==> config.mk <==
export PLATFORM = sky130hd
export DESIGN_NAME = axil_cfg_master_flat
export DESIGN_NICKNAME = d
export VERILOG_FILES = /design/src/rtl/axil_cfg_master_if.sv /design/src/rtl/axil_cfg_master.sv /design/src/flat_wrapper.sv
export SDC_FILE = /design/constraint.sdc
export NUM_CORES = 1
export LEC_CHECK = 0
export CAP_MARGIN = 20
export CORE_ASPECT_RATIO = 1.4
export CORE_MARGIN = 4
export CORE_UTILIZATION = 38
export DETAILED_ROUTE_END_ITERATION = 10
export PLACE_DENSITY = 0.74
export SLEW_MARGIN = 20
export SYNTH_ARGS = -nofsm -noshare
export SYNTH_HDL_FRONTEND = slang
export SYNTH_SLANG_ARGS = --single-unit
==> constraint.sdc <==
create_clock -name clk -period 2 [get_ports clk]
set_input_delay 0.4 -clock clk [delete_from_list [all_inputs] [get_ports clk]]
set_output_delay 0.4 -clock clk [all_outputs]
set_load 0.01 [all_outputs]
==> src/rtl/axil_cfg_master_if.sv <==
// Command/response streams plus AXI4-Lite channels for axil_cfg_master.
// The master modport is the axil_cfg_master side; the slave modport is the far end.
interface axil_cfg_master_if #(
    parameter int ADDR_WIDTH = 13,
    parameter int DATA_WIDTH = 32
);
    logic                  cmd_valid;
    logic                  cmd_ready;
    logic                  cmd_write;
    logic [ADDR_WIDTH-1:0] cmd_addr;
    logic [DATA_WIDTH-1:0] cmd_wdata;

    logic                  rsp_valid;
    logic                  rsp_ready;
    logic                  rsp_write;
    logic [DATA_WIDTH-1:0] rsp_rdata;
    logic [1:0]            rsp_resp;

    logic [ADDR_WIDTH-1:0] awaddr;
    logic                  awvalid;
    logic                  awready;
    logic [DATA_WIDTH-1:0] wdata;
    logic                  wvalid;
    logic                  wready;
    logic [1:0]            bresp;
    logic                  bvalid;
    logic                  bready;
    logic [ADDR_WIDTH-1:0] araddr;
    logic                  arvalid;
    logic                  arready;
    logic [DATA_WIDTH-1:0] rdata;
    logic [1:0]            rresp;
    logic                  rvalid;
    logic                  rready;

    modport master (
        input  cmd_valid, cmd_write, cmd_addr, cmd_wdata,
        output cmd_ready,
        output rsp_valid, rsp_write, rsp_rdata, rsp_resp,
        input  rsp_ready,
        output awaddr, awvalid, wdata, wvalid, bready, araddr, arvalid, rready,
        input  awready, wready, bresp, bvalid, arready, rdata, rresp, rvalid
    );

    modport slave (
        output cmd_valid, cmd_write, cmd_addr, cmd_wdata,
        input  cmd_ready,
        input  rsp_valid, rsp_write, rsp_rdata, rsp_resp,
        output rsp_ready,
        input  awaddr, awvalid, wdata, wvalid, bready, araddr, arvalid, rready,
        output awready, wready, bresp, bvalid, arready, rdata, rresp, rvalid
    );
endinterface

==> src/rtl/axil_cfg_master.sv <==
// Single-outstanding AXI4-Lite master driven by a valid/ready command stream.
// Optional handshake timeout is enabled by defining AXIL_TIMEOUT_EN.
module axil_cfg_master #(
    parameter int ADDR_WIDTH     = 13,
    parameter int DATA_WIDTH     = 32,
    parameter int TIMEOUT_CYCLES = 1024
) (
    input  logic clk,
    input  logic reset_n,
    axil_cfg_master_if.master bus,
`ifdef AXIL_TIMEOUT_EN
    output logic timeout_err,
`endif
    output logic busy
);
    typedef enum logic [2:0] {IDLE, WRITE, WR_RESP, READ, RD_DATA, RESP} state_t;

    state_t                r_state, w_stateNxt;
    logic                  r_cmdReady, w_cmdReadyNxt;
    logic [ADDR_WIDTH-1:0] r_awAddr, w_awAddrNxt;
    logic                  r_awValid, w_awValidNxt;
    logic [DATA_WIDTH-1:0] r_wData, w_wDataNxt;
    logic                  r_wValid, w_wValidNxt;
    logic                  r_bReady, w_bReadyNxt;
    logic [ADDR_WIDTH-1:0] r_arAddr, w_arAddrNxt;
    logic                  r_arValid, w_arValidNxt;
    logic                  r_rReady, w_rReadyNxt;
    logic                  r_rspValid, w_rspValidNxt;
    logic                  r_rspWrite, w_rspWriteNxt;
    logic [DATA_WIDTH-1:0] r_rspRdata, w_rspRdataNxt;
    logic [1:0]            r_rspResp, w_rspRespNxt;
    logic                  r_awDone, w_awDoneNxt;
    logic                  r_wDone, w_wDoneNxt;
    logic                  r_busy, w_busyNxt;

    logic w_awHs, w_wHs, w_arHs;
    assign w_awHs = r_awValid && bus.awready;
    assign w_wHs  = r_wValid && bus.wready;
    assign w_arHs = r_arValid && bus.arready;

`ifdef AXIL_TIMEOUT_EN
    localparam int TMO_W = $clog2(TIMEOUT_CYCLES + 1);
    localparam logic [TMO_W-1:0] TMO_LAST = TMO_W'(TIMEOUT_CYCLES - 1);

    logic [TMO_W-1:0] r_tmoCnt;
    logic             r_timeoutErr;
    logic             w_waitState, w_timeout;

    assign w_waitState = (r_state == WRITE) || (r_state == WR_RESP) ||
                         (r_state == READ)  || (r_state == RD_DATA);
    assign w_timeout   = w_waitState && (r_tmoCnt == TMO_LAST);

    // Counter restarts on every state change, so it measures time spent waiting in one state.
    always_ff @(posedge clk or negedge reset_n) begin
        if (!reset_n) begin
            r_tmoCnt     <= '0;
            r_timeoutErr <= 1'b0;
        end else begin
            if (w_stateNxt != r_state)
                r_tmoCnt <= '0;
            else if (w_waitState)
                r_tmoCnt <= r_tmoCnt + TMO_W'(1);
            if (w_timeout)
                r_timeoutErr <= 1'b1;
        end
    end

    assign timeout_err = r_timeoutErr;
`endif

    // Readies (bready/rready) rise the cycle after entering their wait state, so no
    // handshake can complete on a stale bvalid/rvalid seen during the state change.
    always_comb begin
        w_stateNxt    = r_state;
        w_cmdReadyNxt = r_cmdReady;
        w_awAddrNxt   = r_awAddr;
        w_awValidNxt  = r_awValid;
        w_wDataNxt    = r_wData;
        w_wValidNxt   = r_wValid;
        w_bReadyNxt   = r_bReady;
        w_arAddrNxt   = r_arAddr;
        w_arValidNxt  = r_arValid;
        w_rReadyNxt   = r_rReady;
        w_rspValidNxt = r_rspValid;
        w_rspWriteNxt = r_rspWrite;
        w_rspRdataNxt = r_rspRdata;
        w_rspRespNxt  = r_rspResp;
        w_awDoneNxt   = r_awDone;
        w_wDoneNxt    = r_wDone;

        case (r_state)
            IDLE: begin
                if (r_cmdReady && bus.cmd_valid) begin
                    w_cmdReadyNxt = 1'b0;
                    w_rspWriteNxt = bus.cmd_write;
                    w_awDoneNxt   = 1'b0;
                    w_wDoneNxt    = 1'b0;
                    if (bus.cmd_write) begin
                        w_awAddrNxt  = bus.cmd_addr;
                        w_wDataNxt   = bus.cmd_wdata;
                        w_awValidNxt = 1'b1;
                        w_wValidNxt  = 1'b1;
                        w_stateNxt   = WRITE;
                    end else begin
                        w_arAddrNxt  = bus.cmd_addr;
                        w_arValidNxt = 1'b1;
                        w_stateNxt   = READ;
                    end
                end else begin
                    w_cmdReadyNxt = 1'b1;
                end
            end
            WRITE: begin
                if (w_awHs) begin
                    w_awValidNxt = 1'b0;
                    w_awDoneNxt  = 1'b1;
                end
                if (w_wHs) begin
                    w_wValidNxt = 1'b0;
                    w_wDoneNxt  = 1'b1;
                end
                if (w_awDoneNxt && w_wDoneNxt)
                    w_stateNxt = WR_RESP;
            end
            WR_RESP: begin
                if (!r_bReady) begin
                    w_bReadyNxt = 1'b1;
                end else if (bus.bvalid) begin
                    w_bReadyNxt   = 1'b0;
                    w_rspRespNxt  = bus.bresp;
                    w_rspRdataNxt = '0;
                    w_rspValidNxt = 1'b1;
                    w_stateNxt    = RESP;
                end
            end
            READ: begin
                if (w_arHs) begin
                    w_arValidNxt = 1'b0;
                    w_stateNxt   = RD_DATA;
                end
            end
            RD_DATA: begin
                if (!r_rReady) begin
                    w_rReadyNxt = 1'b1;
                end else if (bus.rvalid) begin
                    w_rReadyNxt   = 1'b0;
                    w_rspRespNxt  = bus.rresp;
                    w_rspRdataNxt = bus.rdata;
                    w_rspValidNxt = 1'b1;
                    w_stateNxt    = RESP;
                end
            end
            RESP: begin
                if (bus.rsp_ready) begin
                    w_rspValidNxt = 1'b0;
                    w_cmdReadyNxt = 1'b1;
                    w_stateNxt    = IDLE;
                end
            end
            default: w_stateNxt = IDLE;
        endcase

`ifdef AXIL_TIMEOUT_EN
        if (w_timeout) begin
            w_awValidNxt  = 1'b0;
            w_wValidNxt   = 1'b0;
            w_bReadyNxt   = 1'b0;
            w_arValidNxt  = 1'b0;
            w_rReadyNxt   = 1'b0;
            w_rspRespNxt  = 2'b10;
            w_rspRdataNxt = '0;
            w_rspValidNxt = 1'b1;
            w_stateNxt    = RESP;
        end
`endif

        w_busyNxt = (w_stateNxt != IDLE);
    end

    always_ff @(posedge clk or negedge reset_n) begin
        if (!reset_n) begin
            r_state    <= IDLE;
            r_cmdReady <= 1'b0;
            r_awAddr   <= '0;
            r_awValid  <= 1'b0;
            r_wData    <= '0;
            r_wValid   <= 1'b0;
            r_bReady   <= 1'b0;
            r_arAddr   <= '0;
            r_arValid  <= 1'b0;
            r_rReady   <= 1'b0;
            r_rspValid <= 1'b0;
            r_rspWrite <= 1'b0;
            r_rspRdata <= '0;
            r_rspResp  <= '0;
            r_awDone   <= 1'b0;
            r_wDone    <= 1'b0;
            r_busy     <= 1'b0;
        end else begin
            r_state    <= w_stateNxt;
            r_cmdReady <= w_cmdReadyNxt;
            r_awAddr   <= w_awAddrNxt;
            r_awValid  <= w_awValidNxt;
            r_wData    <= w_wDataNxt;
            r_wValid   <= w_wValidNxt;
            r_bReady   <= w_bReadyNxt;
            r_arAddr   <= w_arAddrNxt;
            r_arValid  <= w_arValidNxt;
            r_rReady   <= w_rReadyNxt;
            r_rspValid <= w_rspValidNxt;
            r_rspWrite <= w_rspWriteNxt;
            r_rspRdata <= w_rspRdataNxt;
            r_rspResp  <= w_rspRespNxt;
            r_awDone   <= w_awDoneNxt;
            r_wDone    <= w_wDoneNxt;
            r_busy     <= w_busyNxt;
        end
    end

    assign bus.cmd_ready = r_cmdReady;
    assign bus.awaddr    = r_awAddr;
    assign bus.awvalid   = r_awValid;
    assign bus.wdata     = r_wData;
    assign bus.wvalid    = r_wValid;
    assign bus.bready    = r_bReady;
    assign bus.araddr    = r_arAddr;
    assign bus.arvalid   = r_arValid;
    assign bus.rready    = r_rReady;
    assign bus.rsp_valid = r_rspValid;
    assign bus.rsp_write = r_rspWrite;
    assign bus.rsp_rdata = r_rspRdata;
    assign bus.rsp_resp  = r_rspResp;
    assign busy          = r_busy;
endmodule

==> src/flat_wrapper.sv <==
// flat-port wrapper written by rule: the top's interface ports become plain ports
module axil_cfg_master_flat 
#(
    parameter int ADDR_WIDTH     = 13,
    parameter int DATA_WIDTH     = 32,
    parameter int TIMEOUT_CYCLES = 1024
)
  (clk, reset_n, busy, bus_cmd_valid, bus_cmd_write, bus_cmd_addr, bus_cmd_wdata, bus_cmd_ready, bus_rsp_valid, bus_rsp_write, bus_rsp_rdata, bus_rsp_resp, bus_rsp_ready, bus_awaddr, bus_awvalid, bus_wdata, bus_wvalid, bus_bready, bus_araddr, bus_arvalid, bus_rready, bus_awready, bus_wready, bus_bresp, bus_bvalid, bus_arready, bus_rdata, bus_rresp, bus_rvalid);
  axil_cfg_master_if #(.ADDR_WIDTH(ADDR_WIDTH), .DATA_WIDTH(DATA_WIDTH)) bus_i ();
  input  logic clk;
  input  logic reset_n;
  output logic busy;
  input wire logic [$bits(bus_i.cmd_valid)-1:0] bus_cmd_valid;
  input wire logic [$bits(bus_i.cmd_write)-1:0] bus_cmd_write;
  input wire logic [$bits(bus_i.cmd_addr)-1:0] bus_cmd_addr;
  input wire logic [$bits(bus_i.cmd_wdata)-1:0] bus_cmd_wdata;
  output wire logic [$bits(bus_i.cmd_ready)-1:0] bus_cmd_ready;
  output wire logic [$bits(bus_i.rsp_valid)-1:0] bus_rsp_valid;
  output wire logic [$bits(bus_i.rsp_write)-1:0] bus_rsp_write;
  output wire logic [$bits(bus_i.rsp_rdata)-1:0] bus_rsp_rdata;
  output wire logic [$bits(bus_i.rsp_resp)-1:0] bus_rsp_resp;
  input wire logic [$bits(bus_i.rsp_ready)-1:0] bus_rsp_ready;
  output wire logic [$bits(bus_i.awaddr)-1:0] bus_awaddr;
  output wire logic [$bits(bus_i.awvalid)-1:0] bus_awvalid;
  output wire logic [$bits(bus_i.wdata)-1:0] bus_wdata;
  output wire logic [$bits(bus_i.wvalid)-1:0] bus_wvalid;
  output wire logic [$bits(bus_i.bready)-1:0] bus_bready;
  output wire logic [$bits(bus_i.araddr)-1:0] bus_araddr;
  output wire logic [$bits(bus_i.arvalid)-1:0] bus_arvalid;
  output wire logic [$bits(bus_i.rready)-1:0] bus_rready;
  input wire logic [$bits(bus_i.awready)-1:0] bus_awready;
  input wire logic [$bits(bus_i.wready)-1:0] bus_wready;
  input wire logic [$bits(bus_i.bresp)-1:0] bus_bresp;
  input wire logic [$bits(bus_i.bvalid)-1:0] bus_bvalid;
  input wire logic [$bits(bus_i.arready)-1:0] bus_arready;
  input wire logic [$bits(bus_i.rdata)-1:0] bus_rdata;
  input wire logic [$bits(bus_i.rresp)-1:0] bus_rresp;
  input wire logic [$bits(bus_i.rvalid)-1:0] bus_rvalid;
  assign bus_i.cmd_valid = bus_cmd_valid;
  assign bus_i.cmd_write = bus_cmd_write;
  assign bus_i.cmd_addr = bus_cmd_addr;
  assign bus_i.cmd_wdata = bus_cmd_wdata;
  assign bus_cmd_ready = bus_i.cmd_ready;
  assign bus_rsp_valid = bus_i.rsp_valid;
  assign bus_rsp_write = bus_i.rsp_write;
  assign bus_rsp_rdata = bus_i.rsp_rdata;
  assign bus_rsp_resp = bus_i.rsp_resp;
  assign bus_i.rsp_ready = bus_rsp_ready;
  assign bus_awaddr = bus_i.awaddr;
  assign bus_awvalid = bus_i.awvalid;
  assign bus_wdata = bus_i.wdata;
  assign bus_wvalid = bus_i.wvalid;
  assign bus_bready = bus_i.bready;
  assign bus_araddr = bus_i.araddr;
  assign bus_arvalid = bus_i.arvalid;
  assign bus_rready = bus_i.rready;
  assign bus_i.awready = bus_awready;
  assign bus_i.wready = bus_wready;
  assign bus_i.bresp = bus_bresp;
  assign bus_i.bvalid = bus_bvalid;
  assign bus_i.arready = bus_arready;
  assign bus_i.rdata = bus_rdata;
  assign bus_i.rresp = bus_rresp;
  assign bus_i.rvalid = bus_rvalid;
  axil_cfg_master #(.ADDR_WIDTH(ADDR_WIDTH), .DATA_WIDTH(DATA_WIDTH), .TIMEOUT_CYCLES(TIMEOUT_CYCLES)) u_core (.clk(clk), .reset_n(reset_n), .bus(bus_i), .busy(busy));
endmodule
# Yosys cells after proc, flatten, opt, wreduce, memory -nomap -nowiden
# Cells that the tools add are included.
[classes] n_addsub=0 multipliers=0 div=0 magnitude_cmp=0 n_eq_ne=16 shifts=0 n_mux=50 bitwise=1 reduce_logical=22
[op_table] cell="$mux W32" n=4
[op_table] cell="$pmux W32 S2" n=1
[op_table] cell="$mux W3" n=8
[op_table] cell="$mux W1" n=23
[op_table] cell="$pmux W3 S6" n=1
[op_table] cell="$ne A2 B1 Y1 const B" n=6
[op_table] cell="$pmux W1 S2" n=6
[op_table] cell="$reduce_and A4 Y1" n=3
[op_table] cell="$mux W2" n=5
[op_table] cell="$ne A2 B2 Y1 const B" n=5
[op_table] cell="$reduce_bool A2 Y1" n=4
[op_table] cell="$eq A3 B2 Y1 const B" n=2
[op_table] cell="$eq A3 B3 Y1 const B" n=2
[op_table] cell="$reduce_and A2 Y1" n=3
[op_table] cell="$reduce_and A3 Y1" n=2
[op_table] cell="$reduce_and A6 Y1" n=1
[op_table] cell="$reduce_bool A3 Y1" n=2
[op_table] cell="$logic_and A1 B1 Y1" n=5
[op_table] cell="$reduce_and A5 Y1" n=1
[op_table] cell="$pmux W2 S2" n=1
[op_table] cell="$eq A3 B1 Y1 const B" n=1
[op_table] cell="$logic_not A3 Y1" n=1
[op_table] cell="$pmux W1 S3" n=1
[op_table] cell="$not A1 Y1" n=1
[word_totals] ff_bits=106 latch_bits=0 mem_bits_rw=0 rom_bits=0 in_bits=91 output_inout_bits=101 word_cells=106 mem_count=0

# Depth between registers and ports, before layout
[depth] depth_word=7 depth_mapped=7 depth_no_buf=4

# Worst setup path before layout
# OpenSTA, ideal clock, no wires.
[synth_path] path_type="reg-to-reg" from="reg u_core.r_state[0]" to="reg u_core.r_arAddr[10], in the netlist u_core.bus.araddr[10]" setup_time_ns=0.127 t_arrival_ns=1.720 t_required_ns=1.873 slack_ns=0.153 path_stages_with_launch=7 n_path_buf=2 synth_period_minus_slack_ns=1.847 cell_sequence="dfrtp_1 > buf_6 > or3_4 > or2_4 > nor2_8 > buf_8 > mux2_1"
[synth_via] elab_chain_cells=2
[synth_rtl] element="start, declared" line="axil_cfg_master.sv:18" rtl="state_t r_state, w_stateNxt;"
[synth_rtl] element="start signal, assigned" line="axil_cfg_master.sv:200" rtl="r_state <= w_stateNxt;"
[synth_rtl] element="$logic_not A3 Y1" line="axil_cfg_master.sv:91" rtl="case (r_state)"
[synth_rtl] element="$reduce_and A3 Y1 (no line)"
[synth_rtl] element="end signal, assigned" line="axil_cfg_master.sv:207" rtl="r_arAddr <= w_arAddrNxt;"
[synth_rtl] element="end, declared" line="axil_cfg_master.sv:25" rtl="logic [ADDR_WIDTH-1:0] r_arAddr, w_arAddrNxt;"
# No other way between the ends.
# A chain may end at the register's enable or synchronous reset.

# Worst setup path in the final report
[layout_path] from="reg u_core.r_state[0]" to="reg u_core.r_arAddr[12], in the netlist u_core.bus.araddr[12]"
# The elaborated chain is that of the path after synthesis.

==> flow_metrics.env <==
export IMPL_cts_tree="yes"
export IMPL_clk_insertion_delay_late_ps=330
export IMPL_synthArstFlopShare_pct=100
export IMPL_drcViolationCount=0
export IMPL_syn_avg_cell_area_um2=15.5
export IMPL_synth_edf_count=0
export IMPL_num_rows=45
export IMPL_grt_max_degree=39
export IMPL_initial_core_util_pct=39.2
export IMPL_drtIter0Drc=85
export IMPL_die_w_um=97.7
export IMPL_clock_sinks=106
export IMPL_avgViaCountPerCell=4.84
export IMPL_setup_viol=0
export IMPL_drt_antenna_violating_nets=0
export IMPL_required_ps=2220
export IMPL_p_leak_nw=3.07
export IMPL_fmax_ghz=0.551
export IMPL_place_congestion=0.769
export IMPL_synth_cell_area_um2=4280
export IMPL_arrival_ps=2030
export IMPL_cts_inserted_buffers=9
export IMPL_die_h_um=134
export IMPL_wl_um=11000
export IMPL_syn_to_final_growth_pct=57.7
export IMPL_port_buffers=191
export IMPL_cp_start_kind="flop"
export IMPL_cp_max_fo=14
export IMPL_placed_area_um2=6430
export IMPL_syn_nets=368
export IMPL_core_area_um2=10900
export IMPL_synth_top_area_cell="dfrtp_1"
export IMPL_nFillCells=876
export IMPL_final_area_um2=6760
export IMPL_worstSetupPathType="flop to flop"
export IMPL_cts_max_level=3
export IMPL_ir_drop_mv=0.491
export IMPL_endpoint_kind="flop"
export IMPL_yosysSeqAreaShare_pct=61.9
export IMPL_grt_pass1_wl_um=18000
export IMPL_clk_pin_slew_ps=70
export IMPL_synthFlopType="dfrtp_1"
export IMPL_status="finished clean"
export IMPL_routedWlPerCell_um=17.5
export IMPL_rsz0062_at_grt="no"
export IMPL_die_area_um2=13100
export IMPL_p_per_area_nw_per_um2=1510
export IMPL_nets=574
export IMPL_grt_util_all_layers_pct=17.2
export IMPL_worst_pin_slew_ps=369
export IMPL_clock_path_buffers=2
export IMPL_hold_slack_ps=467
export IMPL_hold_violations=0
export IMPL_fin_crit_sh_pct=90.7
export IMPL_hpwlAfterDp_um=8450
export IMPL_hold_path_class="input port to asynchronous set/reset pin"
export IMPL_period_needed_ps=1810
export IMPL_yosys_area_top_type_share_pct=61.9
export IMPL_antenna_found_initial=0
export IMPL_postCtsSetupBuffers=0
export IMPL_overflow=0
export IMPL_num_io_pins=192
export IMPL_vias=3044
export IMPL_drive_gt1_share_pct=18.6
export IMPL_synthTopCellsByArea="dfrtp_1 62%, mux2_4 14%, a22o_1 7.0%"
export IMPL_dr_pass1_iters=4
export IMPL_synth_warnings=0
export IMPL_clockRootBuffer="clkbuf_16"
export IMPL_slew_headroom_pct=75.3
export IMPL_synthTopCellsByCount="106 x dfrtp_1, 39 x mux2_4, 34 x a22o_1"
export IMPL_drv_cap=0
export IMPL_grt_pass1_vias=3371
export IMPL_finClkSkew_ps=6.24
export IMPL_final_max_slew_viol_count=0
export IMPL_synth_cells=277
export IMPL_synth_seq_cells=106
export IMPL_diodes=0
export IMPL_synth_cell_types=37
export IMPL_synth_most_common_cell="dfrtp_1"
[logic make-up (layout without fill, tap and decap cells)]
kind of cell	after synthesis	after routing	share of synthesized area, %
buffers and inverters	18	229	3.36
flip-flops	106	106	61.9
multiplexers	60	60	19.1
AO/OA/AOI/OAI	52	52	9.49
AND/OR/NAND/NOR	41	41	6.10
[path summary, 6_finish.rpt]
kind / from / to / slack [ps] / cells after the start
min reg2reg: u_core.bus.rsp_write$_DFFE_PN0P_ / u_core.bus.rsp_write$_DFFE_PN0P_ / 500 / 2
min: reset_n / u_core.bus.wdata[31]$_DFFE_PN0P_ / 470 / 2
max: u_core.r_state[0]$_DFF_PN0_ / u_core.bus.araddr[12]$_DFFE_PN0P_ / 190 / 4
min in group clk: u_core.bus.rsp_write$_DFFE_PN0P_ / u_core.bus.rsp_write$_DFFE_PN0P_ / 500 / 2
max in group asynchronous: reset_n / u_core.bus.wdata[6]$_DFFE_PN0P_ / 900 / 3
max reg2reg: u_core.r_state[0]$_DFF_PN0_ / u_core.bus.araddr[12]$_DFFE_PN0P_ / 190 / 4
[cells in the final DEF, fill, tap and decap left out, types with 2 or more instances in the layout]
master / n
mux2_2: 10
a21oi_1: 7
and3_1: 2
o21ai_1: 2
inv_1: 2
mux2i_1: 2
clkdlybuf4s50_1: 190
dfrtp_1: 106
nor2_1: 10
mux2_1: 9
buf_12: 4
nand2_1: 12
buf_4: 16
a22o_1: 34
clkbuf_16: 9
clkinvlp_4: 2
nand2b_1: 2
clkbuf_1: 2
o21ai_0: 3
bufinv_16: 2
mux2_4: 39
and2_1: 3
[cell type report]
cell class              instances  area, um^2  area share [%]
clock buffers                  12         246            3.65
clock inverters                 4        75.1            1.11
inverters                       2        7.51           0.111
multi-input cells             153        1490            22.0
flip-flops and latches        106        2650            39.3
well taps                     141         176            2.61
repair buffers                211        2110            31.3
[metal layers]
| layer | GRT usage, % | part of all wire (%) | vias up |
|---|---|---|---|
| li1 | - | - | 1405 |
| met1 | 20.8 | 41 | 1480 |
| met2 | 29.4 | 50 | 145 |
| met3 | 4.87 | 7.2 | 14 |
| met4 | 5.77 | 1.8 | 0 |
| met5 | 0 | 0 | - |
[worst max-delay path, cell delays in order (launching register included)]
cell and delay, ps:
dfrtp_1 380, or3_4 420, or2_4 270, nor2_8 240, mux2_2 370
[through the flow]
stage          setup TNS (ps)  std cells  utilization, %  power, mW  setup slack (ps)
2_1_floorplan               0        277               -       5.78               153
3_3_place_gp            -25.1        612            58.8       8.29             -25.1
3_5_place_dp            -77.0        612            58.8       8.42             -49.0
4_1_cts                     0        629            61.9       10.4               171
5_1_grt                     0        629            61.9       10.8               123
6_report                    0        629            61.9       10.2               186
[state kept, by name, summed over array words and instances (netlist names), 2 cells and up]
signal,flops
u_core.bus.araddr,13
u_core.bus.awaddr,13
u_core.bus.rsp_rdata,32
u_core.bus.rsp_resp,2
u_core.bus.wdata,32
u_core.r_state,3
[report_power, final]
group	switching (mW)	total (mW)	leakage, nW	internal [mW]
Sequential	0.573	3.71	1.32	3.14
Clock	0.742	1.87	0.149	1.13
Combinational	1.66	4.63	1.61	2.97
Total	2.98	10.2	3.07	7.24
[repair_timing]
item / 4_1_cts / 5_1_grt
setup endpoints to repair: 0 / 0
hold endpoints to repair: 14 / 0
hold buffers: 1 / 0
gates resized for setup: 0 / 0
(Power assumes the default switching activity.)
